===== config.mk =====
export PLATFORM = sky130hd
export DESIGN_NAME = vga_pattern_seq
export DESIGN_NICKNAME = d
export VERILOG_FILES = /design/src/rtl/vga_pattern_seq.sv
export SDC_FILE = /design/constraint.sdc
export NUM_CORES = 1
export LEC_CHECK = 0
export CAP_MARGIN = 0
export CORE_MARGIN = 10
export CORE_UTILIZATION = 50
export DETAILED_ROUTE_END_ITERATION = 8
export PLACE_DENSITY = 0.75
export SYNTH_ARGS = -nofsm -noshare
export SYNTH_HDL_FRONTEND = slang
export SYNTH_SLANG_ARGS = --single-unit

===== constraint.sdc =====
create_clock -name iVGA_CLK -period 2.7 [get_ports iVGA_CLK]
set_input_delay 0.27 -clock iVGA_CLK [delete_from_list [all_inputs] [get_ports iVGA_CLK]]
set_output_delay 0.27 -clock iVGA_CLK [all_outputs]
set_load 0.01 [all_outputs]

===== src/rtl/vga_pattern_seq.sv =====
// rtl/vga_pattern_seq.sv - frame-synchronous pattern sequencer for the VGA test-pattern generator.
// Optional force-black frame after each pattern change: define VGA_SEQ_BLANK_EN.
module vga_pattern_seq #(
  parameter int DWELL_FRAMES = 120,
  parameter int NUM_PATTERNS = 4,
  parameter int DEB_CYCLES   = 16
) (
  input  logic       iVGA_CLK,
  input  logic       iRST_n,
  input  logic [9:0] iVGA_X,
  input  logic [9:0] iVGA_Y,
  input  logic       iStep_n,
  input  logic       iAuto,
  output logic [1:0] oPattern,
  output logic       oColor_SW,
  output logic       oMono,
  output logic       oBlank,
  output logic       oFrame_Tick
);

  localparam int DEB_W = $clog2(DEB_CYCLES + 1);

  localparam logic [1:0] S_HOLD = 2'd0;
  localparam logic [1:0] S_AUTO = 2'd1;
  localparam logic [1:0] S_PEND = 2'd2;

  logic [9:0]       prev_y;
  logic             frame_start;
  logic             sync1;
  logic             sync2;
  logic [DEB_W-1:0] deb_cnt;
  logic             btn_level;
  logic             deb_hit;
  logic             btn_fall;
  logic             step_req;
  logic [1:0]       state;
  logic [1:0]       state_nxt;
  logic [11:0]      dwell_cnt;
  logic             counting;
  logic             step_adv;
  logic             dwell_adv;
  logic             advance;
  logic [1:0]       next_pat;

  assign frame_start = (iVGA_Y == 10'd0) && (prev_y != 10'd0);

  always_ff @(posedge iVGA_CLK or negedge iRST_n) begin
    if (!iRST_n) begin
      prev_y <= 10'd0;
    end else begin
      prev_y <= iVGA_Y;
    end
  end

  always_ff @(posedge iVGA_CLK or negedge iRST_n) begin
    if (!iRST_n) begin
      sync1 <= 1'b1;
      sync2 <= 1'b1;
    end else begin
      sync1 <= iStep_n;
      sync2 <= sync1;
    end
  end

  // Any sample equal to the accepted level restarts the run of differing samples.
  assign deb_hit  = (sync2 != btn_level) && (deb_cnt == DEB_W'(DEB_CYCLES - 1));
  assign btn_fall = deb_hit && btn_level;

  always_ff @(posedge iVGA_CLK or negedge iRST_n) begin
    if (!iRST_n) begin
      deb_cnt   <= '0;
      btn_level <= 1'b1;
    end else if (sync2 == btn_level) begin
      deb_cnt <= '0;
    end else if (deb_hit) begin
      deb_cnt   <= '0;
      btn_level <= sync2;
    end else begin
      deb_cnt <= deb_cnt + DEB_W'(1);
    end
  end

  assign counting  = iAuto && ((state == S_AUTO) || (state == S_PEND));
  assign step_adv  = frame_start && (state == S_PEND);
  assign dwell_adv = frame_start && counting && (dwell_cnt == 12'(DWELL_FRAMES - 1));
  assign advance   = step_adv || dwell_adv;
  assign next_pat  = (oPattern == 2'(NUM_PATTERNS - 1)) ? 2'd0 : oPattern + 2'd1;

  always_comb begin
    state_nxt = state;
    case (state)
      S_HOLD: begin
        if (step_req)   state_nxt = S_PEND;
        else if (iAuto) state_nxt = S_AUTO;
      end
      S_AUTO: begin
        if (step_req)    state_nxt = S_PEND;
        else if (!iAuto) state_nxt = S_HOLD;
      end
      S_PEND: begin
        if (frame_start) state_nxt = iAuto ? S_AUTO : S_HOLD;
      end
      default: state_nxt = S_HOLD;
    endcase
  end

  // A new button edge wins over the clear, so it is served at the following frame start.
  always_ff @(posedge iVGA_CLK or negedge iRST_n) begin
    if (!iRST_n) begin
      state     <= S_HOLD;
      step_req  <= 1'b0;
      dwell_cnt <= 12'd0;
    end else begin
      state <= state_nxt;
      if (btn_fall)      step_req <= 1'b1;
      else if (step_adv) step_req <= 1'b0;
      if (!iAuto || advance)         dwell_cnt <= 12'd0;
      else if (frame_start && counting) dwell_cnt <= dwell_cnt + 12'd1;
    end
  end

  always_ff @(posedge iVGA_CLK or negedge iRST_n) begin
    if (!iRST_n) begin
      oPattern    <= 2'd0;
      oColor_SW   <= 1'b1;
      oMono       <= 1'b0;
      oFrame_Tick <= 1'b0;
    end else begin
      oFrame_Tick <= frame_start;
      if (advance) begin
        oPattern  <= next_pat;
        oColor_SW <= ~next_pat[0];
        oMono     <= next_pat[1];
      end
    end
  end

`ifdef VGA_SEQ_BLANK_EN
  always_ff @(posedge iVGA_CLK or negedge iRST_n) begin
    if (!iRST_n) begin
      oBlank <= 1'b0;
    end else if (advance) begin
      oBlank <= 1'b1;
    end else if (frame_start) begin
      oBlank <= 1'b0;
    end
  end
`else
  assign oBlank = 1'b0;
`endif

`ifndef SYNTHESIS
  a_x_at_frame_start: assert property (
    @(posedge iVGA_CLK) disable iff (!iRST_n) frame_start |-> (iVGA_X == 10'd0)
  );
`endif

endmodule

==> results.txt, run 1 <==
Req. time, crit path = 2.91 ns
Hold depth = 0
Largest family of logic cells by synthesized area = simple AND/OR/NAND/NOR gates
Final hold violation count = 0
Predominant post-synthesis flop cell = dfrtp_1
Top post-synthesis cells by area = dfrtp_1, o211ai_1, dfstp_2
Worst Path Arrival = 2.51 ns
# setup viols final = 0
PortBufs = 18
Largest net degree at the start of global routing = 38
Skew-Pair Late Insertion Delay = 0.30 ns
Max Buffers Root-to-Sink = 2
Proportion of layout cells with a drive suffix above 1 = 0.1162
Post-DP HPWL = 3082 um
CP max FO = 10
Initial antenna violation count = 0
Synth Area in Adders = 0.04572
Clock slew at reported path FFs = 0.08 ns
RSZ-0062 raised after global routing = no
Final TNS setup = 0 ns
Residual overflow from global routing = 0
Cell taking the most area after synthesis = dfrtp_1
CP startpoint kind = flop
Clock tree root driver cell = clkbuf_8
# clock sinks = 37
# diodes = 0
TritonCTS clock tree = built
Drt drc = 0
Synth cell count leaders = dfrtp_1, o211ai_1, nand3_1, nand4_1
Vias post-DR = 1,530
Design Area, Final = 2227 sq um
Drt wl/cell = 17.22 um
Fin. max-slew vios = 0
Die X = 81.90 um
MaxCap Viol Count = 0
Seq/Total Area, Yosys = 0.4860
Num CTS Buffers = 5
Worst hold-check path type = flop to flop
Pwr/cell area = 511.4 nW/um^2
Outcome = completed
Clk_skew = 0.003903 ns
Sequential power share = 0.520
Cell-internal power = 0.8272 mW
Static Leakage = 0.8966 nW
Final period util = 0.8533
Post CTS Setup Buffer Count = 0
Peak Freq = 434.0 MHz
Peak supply drop = 412.3 uV
Post-DP Area = 2136 sq um
Relative slew slack = 0.6388
Switch Pwr = 0.3119 mW
End of the worst hold path = sync2
Mean Syn Cell Area = 10.70 sq um
Gate Count Post-Synth = 179
Die area = 6707 sq um
Synth warn = 0
CTS resizes = 0
Overall global routing resource usage = 0.1409
Post-synthesis mux area share = 0.03919
WS Path Type = flop to flop
H-Tree Depth = 2
R2R Path End = dwell_cnt[1]
Synth Register Bits = 37
Vias in the first global route = 1,635
Vias/cell = 6.220
Syn nets = 210
Final Non-Filler Cells = 246
Initial DRC Count = 128
Min cycle time layout = 2.304 ns
Placed Instances = 238
Post-Synth XOR/XNOR Area = 0.01372
Setup crit start = state[0]
Post-Syn Area = 1916 sq um
Antenna-violating nets left = 0
Initial core utilization = 0.5193
Global-route wire length before repair = 7396 um
Cells on worst reg2reg path = 6
Post-CTS Hold Fix Bufs = 0
Overall Power = 1.139 mW
R2R setup slack = 0.40 ns
FP Rows = 22
EDFF count, synth = 0
Most common cell in the synthesized netlist = dfrtp_1
R2r startpoint = state[0]
Async S/R FF share, synth = 1.000
WL final = 4237 um
Synth top area share = 0.4311
Clock power share = 0.347
Worst Max-Slew Pin Slew = 0.5418 ns
CORE AREA = 3689 sq um
Sw Ratio = 0.2738
Synth Area in Simple Gates = 0.2462
# IOs = 30
Number of distinct library cells after synthesis = 41
Hold wc startpoint = sync1
Final nets = 228
Drt first pass iters = 4
Gpl congestion = 0.8810
Logic pwr share = 0.133
Die extent in y = 81.90 um
Compound-Gate Fraction of Synth Area = 0.1234
Core Util, Final = 0.6038
Area Growth Syn to Fin = 16.26%
Setup crit end kind = flop
==> final cells by class <==
class / count / area [sq um]
inverter: 9 / 33.78
tap: 48 / 60.06
sequential: 37 / 930.9
multi-input combinational: 122 / 900.9
timing repair buffer: 22 / 210.2
clock buffer: 5 / 68.82
clock inverter: 3 / 22.52
fill: 327 / 1461
==> layer usage <==
| metal | routed length [um] | vias to the layer above | part of all wire | track usage |
|---|---|---|---|---|
| li1 | - | 717 | - | - |
| met1 | 1714 | 757 | 0.40 | 0.1507 |
| met2 | 2152 | 48 | 0.51 | 0.2469 |
| met3 | 302 | 8 | 0.071 | 0.05895 |
| met4 | 66 | 0 | 0.016 | 0.04422 |
| met5 | 0 | - | 0 | 0 |
==> worst max path at each step <==
stage	slack, ns	end	cells past startpoint
2_1_floorplan	0.60	oPattern[0]	7
3_3_place_gp	0.24	oPattern[0]	5
3_5_place_dp	0.16	oPattern[1]	5
4_1_cts	0.38	dwell_cnt[6]	6
5_1_grt	0.22	dwell_cnt[6]	6
6_report	0.40	dwell_cnt[1]	6
==> worst max-delay path: stages, from the launching register on <==
cell and delay (ns):
dfrtp_1 0.40, inv_1 0.09, ha_1 0.42, and4_1 0.31
a41oi_2 0.32, nand3_1 0.37, o211ai_1 0.30
==> state kept, by name, summed over array words and instances (netlist names) <==
signal	flops
sync1	1
prev_y	10
dwell_cnt	12
oPattern	2
btn_level	1
sync2	1
state	2
step_req	1
oColor_SW	1
deb_cnt	5
oFrame_Tick	1
==> power by group through the flow <==
| stage | Clock (mW) | Combinational, mW | Sequential [mW] |
|---|---|---|---|
| 3_3_place_gp | 0 | 0.140 | 0.599 |
| 6_report | 0.396 | 0.152 | 0.592 |
| 5_1_grt | 0.430 | 0.167 | 0.596 |
| 4_1_cts | 0.405 | 0.153 | 0.591 |
| 3_5_place_dp | 0 | 0.153 | 0.602 |
| 2_1_floorplan | 0 | 0.0966 | 0.598 |
==> metrics by stage <==
stage | setup slack [ns] | hold slack [ns]
2_1_floorplan | 0.6021 | -0.02559
3_3_place_gp | 0.2350 | 0.3486
3_5_place_dp | 0.1619 | 0.3507
4_1_cts | 0.3837 | 0.3575
5_1_grt | 0.2235 | 0.3658
6_report | 0.3960 | 0.3542
==> placed cells by master, fill, tap and decap left out, types with 2 or more instances in the layout <==
master,Yosys,final
o211ai_1,21,21
dfstp_2,4,4
nand3_1,10,10
buf_4,2,4
xor2_1,3,3
nand2_1,9,9
clkbuf_8,0,5
ha_1,7,7
inv_1,9,9
and2_1,2,2
mux2i_1,3,3
clkinv_4,0,2
nand4_1,10,10
nor4_1,5,5
and3_1,5,5
nand3b_1,3,3
dfrtp_1,33,33
nand4b_1,7,7
or4_4,2,2
a21oi_1,3,3
and4_1,2,2
clkdlybuf4s50_1,0,18
nor2_1,8,8
mux2_1,3,3
o2111ai_1,2,2
==> cell families (layout without fill, tap and decap cells) <==
| logic type | after synthesis | count (layout) |
|---|---|---|
| xor+xnor | 3 | 3 |
| compound gates | 31 | 31 |
| buf+inv | 20 | 39 |
| fa+ha+maj | 7 | 7 |
| other cells | 1 | 1 |
| mux | 7 | 7 |
| simple gates | 73 | 73 |
| flops | 37 | 37 |
Power figures use the tool's default switching activity.
==> run 2: changes to the inputs <==
Clock period 2.7 ns to 2.79 ns, I/O delays scaled along.
==> run 2 against run 1 <==
Net effect:
- final area decreased by 0.56%
- critical endpoint is now oPattern[0]
- worst setup slack improved by 0.069 ns
- non-clock buffer count decreased by 1
- first-iteration DRC count increased by 32%
- clock skew increased by 0.0071 ns
- largest power group unchanged
- via count decreased by 0.78%
- clock power decreased by 8.8%
==> results.txt, run 2 (synthesis results as in run 1) <==
Drt wl/cell = 16.94 um (-1.6%)
Sequential power share = 0.531 (+0.011)
H-Tree Depth = 2 (unchanged)
Clk_skew = 0.01099 ns (+0.007083 ns)
Relative slew slack = 0.6477 (+0.008897)
Initial antenna violation count = 0 (unchanged)
Cell-internal power = 0.7960 mW (-3.8%)
Max Buffers Root-to-Sink = 2 (unchanged)
Final hold violation count = 0 (unchanged)
Post-CTS Hold Fix Bufs = 0 (unchanged)
Pwr/cell area = 487.4 nW/um^2 (-4.7%)
WL final = 4151 um (-2.0%)
# IOs = 30 (unchanged)
CP startpoint kind = primary input
CTS resizes = 0 (unchanged)
Worst Max-Slew Pin Slew = 0.5285 ns (-0.01335 ns)
Final nets = 227 (-0.44%)
Commonest cells after routing, fill and taps aside = dfrtp_1, o211ai_1, clkdlybuf4s50_1
Switch Pwr = 0.2835 mW (-9.1%)
Vias post-DR = 1,518 (-0.78%)
Biggest regs = dwell_cnt x12, prev_y x10, deb_cnt x5
Max stage delay cell, worst path = or4_4
Largest net degree at the start of global routing = 38 (unchanged)
# setup viols final = 0 (unchanged)
Largest register FFs = 12 (unchanged)
Peak supply drop = 372.0 uV (-9.8%)
Gpl congestion = 0.8779 (-0.35%)
Worst Path Arrival = 2.50 ns (about the same)
Post CTS Setup Buffer Count = 0 (unchanged)
TritonCTS clock tree = built
Drt drc = 0 (unchanged)
# clock sinks = 37 (unchanged)
MaxCap Viol Count = 0 (unchanged)
Final period util = 0.8334
Area Growth Syn to Fin = 15.61%
Sw Ratio = 0.2626 (-0.01121)
CORE AREA = 3689 sq um (unchanged)
Most common cell on crit path = or4_4
Global-route wire length before repair = 7293 um (-1.4%)
Min cycle time layout = 2.325 ns
Outcome = completed
# diodes = 0 (unchanged)
Initial DRC Count = 169 (+32%)
Vias/cell = 6.196 (-0.38%)
Die area = 6707 sq um (unchanged)
Commonest non-fill, non-tap cell in the layout = dfrtp_1
Antenna-violating nets left = 0 (unchanged)
Clock tree root driver cell = clkbuf_8
Overall global routing resource usage = 0.1367 (-0.004181)
Cells along the critical path = clkdlybuf4s50_1, or4_4, or4_4, nor3_4, mux2_1
Proportion of layout cells with a drive suffix above 1 = 0.1117 (-0.004486)
Worst hold-check path type = flop to flop
Req. time, crit path = 2.96 ns (+0.05 ns)
Skew-Pair Late Insertion Delay = 0.29 ns (about the same)
Overall Power = 1.079 mW (-5.2%)
Vias in the first global route = 1,591 (-2.7%)
RSZ-0062 raised after global routing = no
Setup crit end kind = flop
Post-DP HPWL = 3070 um (-0.40%)
Die X = 81.90 um (unchanged)
Max stage delay on crit path = 0.61 ns (+0.19 ns)
CP max FO = 11 (+1)
Die extent in y = 81.90 um (unchanged)
Fin. max-slew vios = 0 (unchanged)
PortBufs = 18 (unchanged)
Clock slew at reported path FFs = 0.08 ns (about the same)
Num CTS Buffers = 5 (unchanged)
FP Rows = 22 (unchanged)
Static Leakage = 0.8882 nW (-0.93%)
Clock power share = 0.334 (-0.013)
Residual overflow from global routing = 0 (unchanged)
Delay-heaviest family, CP = simple AND/OR/NAND/NOR gates
Logic pwr share = 0.135 (+0.002)
WP buf/inv = 1 (unchanged)
Peak Freq = 430.1 MHz
Initial core utilization = 0.5193 (unchanged)
WS Path Type = primary input to flop
Drt first pass iters = 4 (unchanged)
Reg with most FFs = dwell_cnt
Final TNS setup = 0 ns (unchanged)
run 2: layout make-up:
cell class,count,area [sq um]
clock buffer,5,68.82
sequential,37,930.9
tap,48,60.06
multi-input combinational,122,900.9
timing repair buffer,21,202.7
fill,330,1474
inverter,9,33.78
clock inverter,3,17.52
run 2: metal layers:
layer	wire length, um	GRT usage
met1	1587	0.1497
met2	2193	0.2429
met3	284	0.03712
met4	86	0.05782
met5	0	0
run 2: power by group through the flow:
stage	Sequential, mW	Combinational [mW]	Clock (mW)
3_5_place_dp	0.583	0.148	0
3_3_place_gp	0.580	0.136	0
4_1_cts	0.573	0.149	0.369
5_1_grt	0.575	0.165	0.391
6_report	0.573	0.146	0.361
2_1_floorplan	0.579	0.0934	0
run 2: worst paths after layout:
check	from	to	slack, ns	cells after the start
worst max register to register	state[0]	dwell_cnt[3]	0.53	6
max in group asynchronous	iRST_n	btn_level	2.02	2
worst max-delay path	iVGA_Y[0]	oPattern[0]	0.46	5
worst min-delay path	sync1	sync2	0.36	0
min in group asynchronous	iRST_n	dwell_cnt[5]	0.41	2
worst min register to register	sync1	sync2	0.36	0
run 2: worst register-to-register path, cell delays in order, from the launching register on:
cell and delay, ns:
dfrtp_1 0.40, inv_1 0.09, ha_1 0.42, and4_1 0.31
a41oi_2 0.31, nand3_1 0.35, o211ai_1 0.30
run 2: per-stage QoR:
step / std cells / area [sq um] / setup slack, ns / hold WS (ns) / utilization
2_1_floorplan: 179 / 1916 / 0.6921 / -0.01659 / -
3_3_place_gp: 237 / 2128 / 0.2159 / 0.3488 / 0.5770
3_5_place_dp: 237 / 2128 / 0.1608 / 0.3501 / 0.5770
4_1_cts: 245 / 2215 / 0.4634 / 0.3606 / 0.6004
5_1_grt: 245 / 2215 / 0.3573 / 0.3662 / 0.6004
6_report: 245 / 2215 / 0.4648 / 0.3578 / 0.6004
